## src/rtl/ln_pkg.sv

```systemverilog
// Shared types and helpers for the LayerNorm statistics front-end.
package ln_pkg;

  typedef enum logic [1:0] {
    IDLE  = 2'd0,
    ACC   = 2'd1,
    DRAIN = 2'd2
  } state_t;

  // Signed channel-sum width: holds MAX_CH worst-case elements without wrap.
  function automatic int unsigned sum_w(input int unsigned data_w, input int unsigned max_ch);
    return data_w + $clog2(max_ch);
  endfunction

  // Unsigned square-sum width: (-2^(DATA_W-1))^2 fits in 2*DATA_W bits.
  function automatic int unsigned sq_w(input int unsigned data_w, input int unsigned max_ch);
    return 2 * data_w + $clog2(max_ch);
  endfunction

  // Runtime frame configuration check.
  function automatic logic cfg_ok(input int unsigned ch, input int unsigned tok,
                                  input int unsigned max_ch, input int unsigned lanes);
    return (ch != 0) && (ch <= max_ch) && ((ch % lanes) == 0) && (tok != 0);
  endfunction

endpackage

```

## src/rtl/ln_lane_reduce.sv

```systemverilog
// Combinational per-beat reduction: sign-extended lane sum and sum of lane squares.
module ln_lane_reduce #(
  parameter int unsigned DATA_W = 19,
  parameter int unsigned LANES  = 1
) (
  input  logic [LANES*DATA_W-1:0]                  data,
  output logic signed [DATA_W+$clog2(LANES)-1:0]   beat_sum,
  output logic [2*DATA_W+$clog2(LANES)-1:0]        beat_sq
);

  localparam int unsigned BS_W = DATA_W + $clog2(LANES);
  localparam int unsigned BQ_W = 2 * DATA_W + $clog2(LANES);

  logic signed [DATA_W-1:0]   lane;
  logic signed [2*DATA_W-1:0] lane_x;
  logic signed [2*DATA_W-1:0] lane_sq;

  // Accumulate every lane; squares are exact and non-negative in 2*DATA_W bits.
  always_comb begin
    beat_sum = '0;
    beat_sq  = '0;
    lane     = '0;
    lane_x   = '0;
    lane_sq  = '0;
    for (int unsigned i = 0; i < LANES; i++) begin
      lane     = data[i*DATA_W +: DATA_W];
      lane_x   = (2*DATA_W)'(lane);
      lane_sq  = lane_x * lane_x;
      beat_sum = beat_sum + BS_W'(lane);
      beat_sq  = beat_sq + BQ_W'(unsigned'(lane_sq));
    end
  end

endmodule

```

## src/rtl/layernorm_stats_acc.sv

```systemverilog
// Per-token channel sum / sum-of-squares accumulator feeding LayerNorm.
module layernorm_stats_acc import ln_pkg::*; #(
  parameter int unsigned DATA_W  = 19,
  parameter int unsigned LANES   = 1,
  parameter int unsigned MAX_CH  = 1024,
  parameter int unsigned MAX_TOK = 32'd1048575
) (
  input  logic                                   clk,
  input  logic                                   reset,
  input  logic                                   start,
  input  logic [$clog2(MAX_CH+1)-1:0]            Channel_Nums,
  input  logic [$clog2(MAX_TOK+1)-1:0]           Token_Nums,
  input  logic [LANES*DATA_W-1:0]                sData,
  input  logic                                   sValid,
  output logic                                   sReady,
  output logic                                   mData_valid,
  input  logic                                   mData_ready,
  output logic signed [sum_w(DATA_W, MAX_CH)-1:0] mSum,
  output logic [sq_w(DATA_W, MAX_CH)-1:0]        mSumSq,
  output logic                                   mLast,
  output logic                                   busy,
  output logic                                   cfg_err
);

  localparam int unsigned SUM_W = sum_w(DATA_W, MAX_CH);
  localparam int unsigned SQ_W  = sq_w(DATA_W, MAX_CH);
  localparam int unsigned CH_W  = $clog2(MAX_CH + 1);
  localparam int unsigned TOK_W = $clog2(MAX_TOK + 1);
  localparam int unsigned LOG_L = $clog2(LANES);
  localparam int unsigned BS_W  = DATA_W + LOG_L;
  localparam int unsigned BQ_W  = 2 * DATA_W + LOG_L;

  state_t                   state;
  logic [CH_W-1:0]          beats_per_tok;
  logic [CH_W-1:0]          beat_cnt;
  logic [TOK_W-1:0]         tok_total;
  logic [TOK_W-1:0]         tok_cnt;
  logic signed [SUM_W-1:0]  acc_sum;
  logic [SQ_W-1:0]          acc_sq;

  logic signed [BS_W-1:0]   beat_sum;
  logic [BQ_W-1:0]          beat_sq;
  logic                     beat_fire;
  logic                     last_beat;
  logic                     last_tok;
  logic                     out_hs;

  ln_lane_reduce #(
    .DATA_W (DATA_W),
    .LANES  (LANES)
  ) u_reduce (
    .data     (sData),
    .beat_sum (beat_sum),
    .beat_sq  (beat_sq)
  );

  // Input acceptance stalls whenever a held result has not been taken.
  assign sReady    = (state == ACC) && (!mData_valid || mData_ready);
  assign beat_fire = sValid && sReady;
  assign out_hs    = mData_valid && mData_ready;
  assign last_beat = (beat_cnt == beats_per_tok - CH_W'(1));
  assign last_tok  = (tok_cnt == tok_total - TOK_W'(1));

  // FSM, counters, accumulators and output register.
  always_ff @(posedge clk) begin
    if (reset) begin
      state         <= IDLE;
      beats_per_tok <= '0;
      beat_cnt      <= '0;
      tok_total     <= '0;
      tok_cnt       <= '0;
      acc_sum       <= '0;
      acc_sq        <= '0;
      mData_valid   <= 1'b0;
      mSum          <= '0;
      mSumSq        <= '0;
      mLast         <= 1'b0;
      busy          <= 1'b0;
      cfg_err       <= 1'b0;
    end else begin
      cfg_err <= 1'b0;
      if (out_hs) begin
        mData_valid <= 1'b0;
        mLast       <= 1'b0;
      end
      case (state)
        IDLE: begin
          if (start) begin
            if (cfg_ok(32'(Channel_Nums), 32'(Token_Nums), MAX_CH, LANES)) begin
              beats_per_tok <= Channel_Nums >> LOG_L;
              tok_total     <= Token_Nums;
              beat_cnt      <= '0;
              tok_cnt       <= '0;
              acc_sum       <= '0;
              acc_sq        <= '0;
              busy          <= 1'b1;
              state         <= ACC;
            end else begin
              cfg_err <= 1'b1;
            end
          end
        end
        ACC: begin
          if (beat_fire) begin
            if (last_beat) begin
              mSum        <= acc_sum + SUM_W'(beat_sum);
              mSumSq      <= acc_sq + SQ_W'(beat_sq);
              mData_valid <= 1'b1;
              mLast       <= last_tok;
              acc_sum     <= '0;
              acc_sq      <= '0;
              beat_cnt    <= '0;
              tok_cnt     <= tok_cnt + TOK_W'(1);
              if (last_tok) begin
                state <= DRAIN;
              end
            end else begin
              acc_sum  <= acc_sum + SUM_W'(beat_sum);
              acc_sq   <= acc_sq + SQ_W'(beat_sq);
              beat_cnt <= beat_cnt + CH_W'(1);
            end
          end
        end
        DRAIN: begin
          if (out_hs) begin
            busy  <= 1'b0;
            state <= IDLE;
          end
        end
        default: begin
          busy  <= 1'b0;
          state <= IDLE;
        end
      endcase
    end
  end

endmodule

```

## config.mk

```make
export PLATFORM = sky130hd
export DESIGN_NAME = layernorm_stats_acc
export DESIGN_NICKNAME = d
export VERILOG_FILES = /design/src/rtl/ln_pkg.sv /design/src/rtl/ln_lane_reduce.sv /design/src/rtl/layernorm_stats_acc.sv
export SDC_FILE = /design/constraint.sdc
export NUM_CORES = 1
export LEC_CHECK = 0
export BUFFER_PORTS_ARGS = -buffer_cell sky130_fd_sc_hd__buf_2
export CAP_MARGIN = 20
export CORE_MARGIN = 10
export CORE_UTILIZATION = 65
export DETAILED_ROUTE_END_ITERATION = 8
export PLACE_DENSITY = 0.85
export RECOVER_POWER = 100
export SYNTH_ARGS = -nofsm -noshare
export SYNTH_HDL_FRONTEND = slang
export SYNTH_SLANG_ARGS = --single-unit
export TNS_END_PERCENT = 5
```

## constraint.sdc

```tcl
create_clock -name clk -period 13.9 [get_ports clk]
set_input_delay 0.695 -clock clk [delete_from_list [all_inputs] [get_ports clk]]
set_output_delay 0.695 -clock clk [all_outputs]
set_load 0.02 [all_outputs]
```

# == Yosys cells after proc, flatten, opt, wreduce, memory -nomap -nowiden ==
# Index checks and enable logic that the tools add are counted.
# op_classes
multipliers,1
n_mux,40
n_reduce_logical,18
n_bitwise,3
n_eq_ne,10
magnitude_cmp,1
addsub,6
# ops
cell,n
2-to-1 mux 48 bit,4
2-to-1 mux 29 bit,4
one-hot mux 48 bit (2 select lines),1
2-to-1 mux 20 bit,4
one-hot mux 29 bit (2 select lines),1
adder 48 x 38 -> 48 bit,1
2-to-1 mux 11 bit,4
one-hot mux 20 bit (2 select lines),1
multiplier 19 x 19 -> 38 bit,1
adder 29 x 19 -> 29 bit,1
one-hot mux 11 bit (2 select lines),1
adder 20 x 1 -> 20 bit (second input constant),1
equality test 20 bit,1
nonzero test 20 bit,1
subtractor 20 x 1 -> 20 bit (second input constant),1
2-to-1 mux 1 bit,12
2-to-1 mux 2 bit,6
inequality test 2 bit (second input constant),6
adder 11 x 1 -> 11 bit (second input constant),1
equality test 11 bit,1
less-or-equal comparator 11 bit (second input constant),1
nonzero test 11 bit,1
subtractor 11 x 1 -> 11 bit (second input constant),1
AND reduction 4 bit,2
other kinds (14),21
# word_totals
output_inout_bits,82
ff_bits,222

# == Logic depth before layout (Yosys ltp) ==
# logic_depth
word_depth,6
depth_mapped,36
mapped_depth_nobuf,33

# == By module ==
# A second synthesis with hierarchy kept.
# unflattened
cells_unflattened,2852
area_unflattened_um2,24946.4
# by_module_without_submodules
module,cells_per_inst,area_each_um2,seq_area_each_um2,instances
layernorm_stats_acc,1564,12710.9,4444.3,1
ln_lane_reduce,1288,12235.5,0.0,1

# == Worst setup path before layout ==
# No wires, ideal clock.
# synth_path
path_kind,input-to-reg
startpoint,input sData[7]
endpoint,register mSumSq[40]
setup_slack_ns,4.952
t_arrival_ns,8.863
path_stages,32
required_time_ns,13.814
path_buffers,2
path_cell_list,clkbuf_1 clkbuf_1 nand2_1 fa_1 inv_1 fa_1 inv_1 fa_1 inv_1 fa_1 fa_1 fa_1 ha_1 ha_1 and2_1 a221o_1 a21o_1 and3_1 a21o_1 a2111oi_2 a31oi_1 o21a_1 o311ai_0 ha_1 a21o_1 a21o_1 a21o_1 nor2_1 o211ai_1 nand4_1 xor2_1 a211oi_1
# synth_between
elab_chain_len,2
# synth_lines
item,line_no,rtl
start: declaration,layernorm_stats_acc.sv:13,"input logic [LANES*DATA_W-1:0] sData,"
multiplier 19 x 19 -> 38 bit,ln_lane_reduce.sv:28,lane_sq = lane_x * lane_x;
adder 48 x 38 -> 48 bit,layernorm_stats_acc.sv:107,mSumSq <= acc_sq + SQ_W'(beat_sq);
end signal: assignment,layernorm_stats_acc.sv:107,
end: declaration,layernorm_stats_acc.sv:19,"output logic [sq_w(DATA_W, MAX_CH)-1:0] mSumSq,"
# No other way between the ends.
# A chain may end at the register's enable or synchronous reset.

# == Worst setup path after layout ==
# layout_path
startpoint,input sData[3]
endpoint,register mSumSq[41]
# Same word-level chain as after synthesis.

==> reports/results.tsv <==
metric	value	unit
max incr delay on CP	1290	ps
CP most frequent cell	fa_1	
PostCTS Resize Cnt	0	
CP top delay family	adder cells	
Via Count	20960	
routability congestion estimate	0.9542	
critical path class	in -> reg	
Die Area	46900	µm²
Slew HR	-202.6	%
Syn Area/Cell	8.661	µm²
ANT cells	0	
post-route DRC violation count	0	
Wirelength per Cell	18.89	µm
count leader, synth	inv_1	
GR Util All Layers	27.97	%
Slowest cell on crit path	a2111oi_0	
post-synthesis cell type count	69	
run status	finished with violations	
RSZ-0062 raised after global routing	no	
final hold vios	0	
Hold/Removal Path Class	in -> reg	
synthesized cell area	25120	µm²
first-pass GRT wire length	109.5	mm
area of the core	37930	µm²
Final Skew	31.61	ps
Initial Util	66.21	%
Hold-fix buffers, CTS	0	
CP max FO	17	
initial antenna violation count	0	
initial drt markers	1585	
top cells by instance count after synthesis	inv_1 (402), fa_1 (334), nand2_1 (319)	
utilization after layout	70.95	%
Syn Inst Count	2900	
syn_nets	3493	
CTS tree	built	
Top FF cell, synth	dfxtp_1	
final setup violation count	0	
Die X	216.6	µm
Met3 Wirelength	4.975	mm
worst skew pair latency	550	ps
worst slew pin tran	4539	ps
Synth area leaders	fa_1 (27%), dfxtp_1 (18%), ha_1 (10%), inv_1 (6.0%), nand2_1 (4.8%)	
area grow syn2layout	7.149	%
Synth Warn #	0	
final-stage net count	3550	
number of vias per cell	6.014	
top sig layer	met4	
WP buf/inv	4	
Final HPWL DP	50.51	mm
Required @ worst endpoint	14210	ps
Root Driver	clkbuf_16	
largest net degree at the start of global routing	105	
fin crit period	10490	ps
met2 WL	32.39	mm
Clock transition at path regs	60	ps
Yosys top cell area share	26.62	%
crit end category	flop	
pre-CTS WS	3976	ps
Port Buf Inserts	136	
max-cap violations	5	
crit path launch type	primary input	
antenna viol nets, final	0	
Synth area leader	fa_1	
setup repair bufs after CTS	0	
WL final	65.84	mm
Final WS setup	3414	ps
Ports	137	
Clock Tree Buf Depth	3	
Rows	71	
setup TNS	0	ps
register bit total from synthesis	222	
violated checks	capacitance limit, slew limit	
first-pass detailed-route iteration total	6	
Overflow after GRT	0	
Max Transition Viols Final	285	
fin crit share	75.44	%
number of H-tree levels	1	
Async SR Flop Fraction	0	%
share of cells above drive strength 1	4.134	%
WP data arrival	10800	ps
EDFF count, synth	0	
fmax	0.09537	GHz
Seq/Total Area, Yosys	17.69	%
Die Y	216.6	µm
clk sinks	222	
number of buffers created by CTS	26	
WL met1	26.06	mm
number of global-route vias before repair	21910	
-- area by class of cell --
class / count / area, µm²
repair buffers: 153 / 704.4
clock buffers: 32 / 713.2
well taps: 511 / 639.4
inverters: 402 / 1509
clock inverters: 14 / 245.2
flip-flops and latches: 222 / 4444
multi-input cells: 2152 / 18660
fillers: 2908 / 11020
-- kinds of logic after synthesis --
logic type	count (synthesis)	synth area share [%]
XOR/XNOR	179	6.242
buffers and inverters	526	7.951
flip-flops	222	17.69
AO/OA/AOI/OAI	510	12.89
adder cells (fa/ha/maj)	538	36.78
AND/OR/NAND/NOR	888	16.96
multiplexers	37	1.485
-- worst reg2reg max path, stage by stage, from the launching register on --
cell and delay [ps]:
dfxtp_1 370, inv_1 80, ha_1 260, or4b_1 530
o31ai_1 300, a22oi_1 140, and4_1 270, nand4_1 190
clkbuf_1 2830, nor2_1 470, a21oi_1 290, nor2_1 70
-- metal layers --
metal	global-route usage, %	up-vias
met2	47.62	797
li1	-	9688
met3	4.958	188
met5	0	-
met4	10.23	0
met1	34.94	10290
-- metrics by stage --
stage / instances / hold slack (ps) / area (µm²)
CTS: 3485 / 400.3 / 27070
global placement: 3438 / 441.6 / 26100
detailed placement: 3439 / 443.0 / 26110
finish: 3486 / 402.4 / 26910
global route: 3486 / 411.0 / 26910
floorplan: 2900 / 429.1 / 25120
-- sequential cells by signal (all words and copies together), names as in the netlist --
name	cells
mSumSq	48
mSum	29
cfg_err	1
tok_cnt	20
acc_sum	29
busy	1
mData_valid	1
state	2
beats_per_tok	11
acc_sq	48
tok_total	20
mLast	1
beat_cnt	11
-- cells in the final DEF, fill, tap and decap left out, drive strengths merged, types with 7 or more instances in the layout --
master,count
a22oi,10
nand3,78
a22o,11
nand2b,20
a31oi,27
nor2,182
xor2,85
a211oi,28
and4,7
mux2i,35
xnor2,94
fa,334
a21oi,184
o21bai,11
nand2,319
or4,12
or3,18
and3,34
ha,204
inv,403
nor3,49
dfxtp,222
o31ai,10
a21boi,8
o21ai,76
a2111oi,9
clkbuf,122
nor2b,32
and2,61
a21o,62
buf,63
nand4,32
o21a,14
nor4,18
o211ai,18
-- worst paths after layout --
check                        start            end  slack, ps  cells after the start
setup / recovery          sData[3]     mSumSq[41]       3410                     29
hold / removal      Token_Nums[11]  tok_total[11]        400                      3
setup reg to reg  beats_per_tok[0]        mSum[6]       7800                     11
hold reg to reg         mSumSq[33]     mSumSq[33]        450                      2
Power is not shown: default switching activity piles up to over one toggle a cycle in this logic, so the estimate is an artifact.
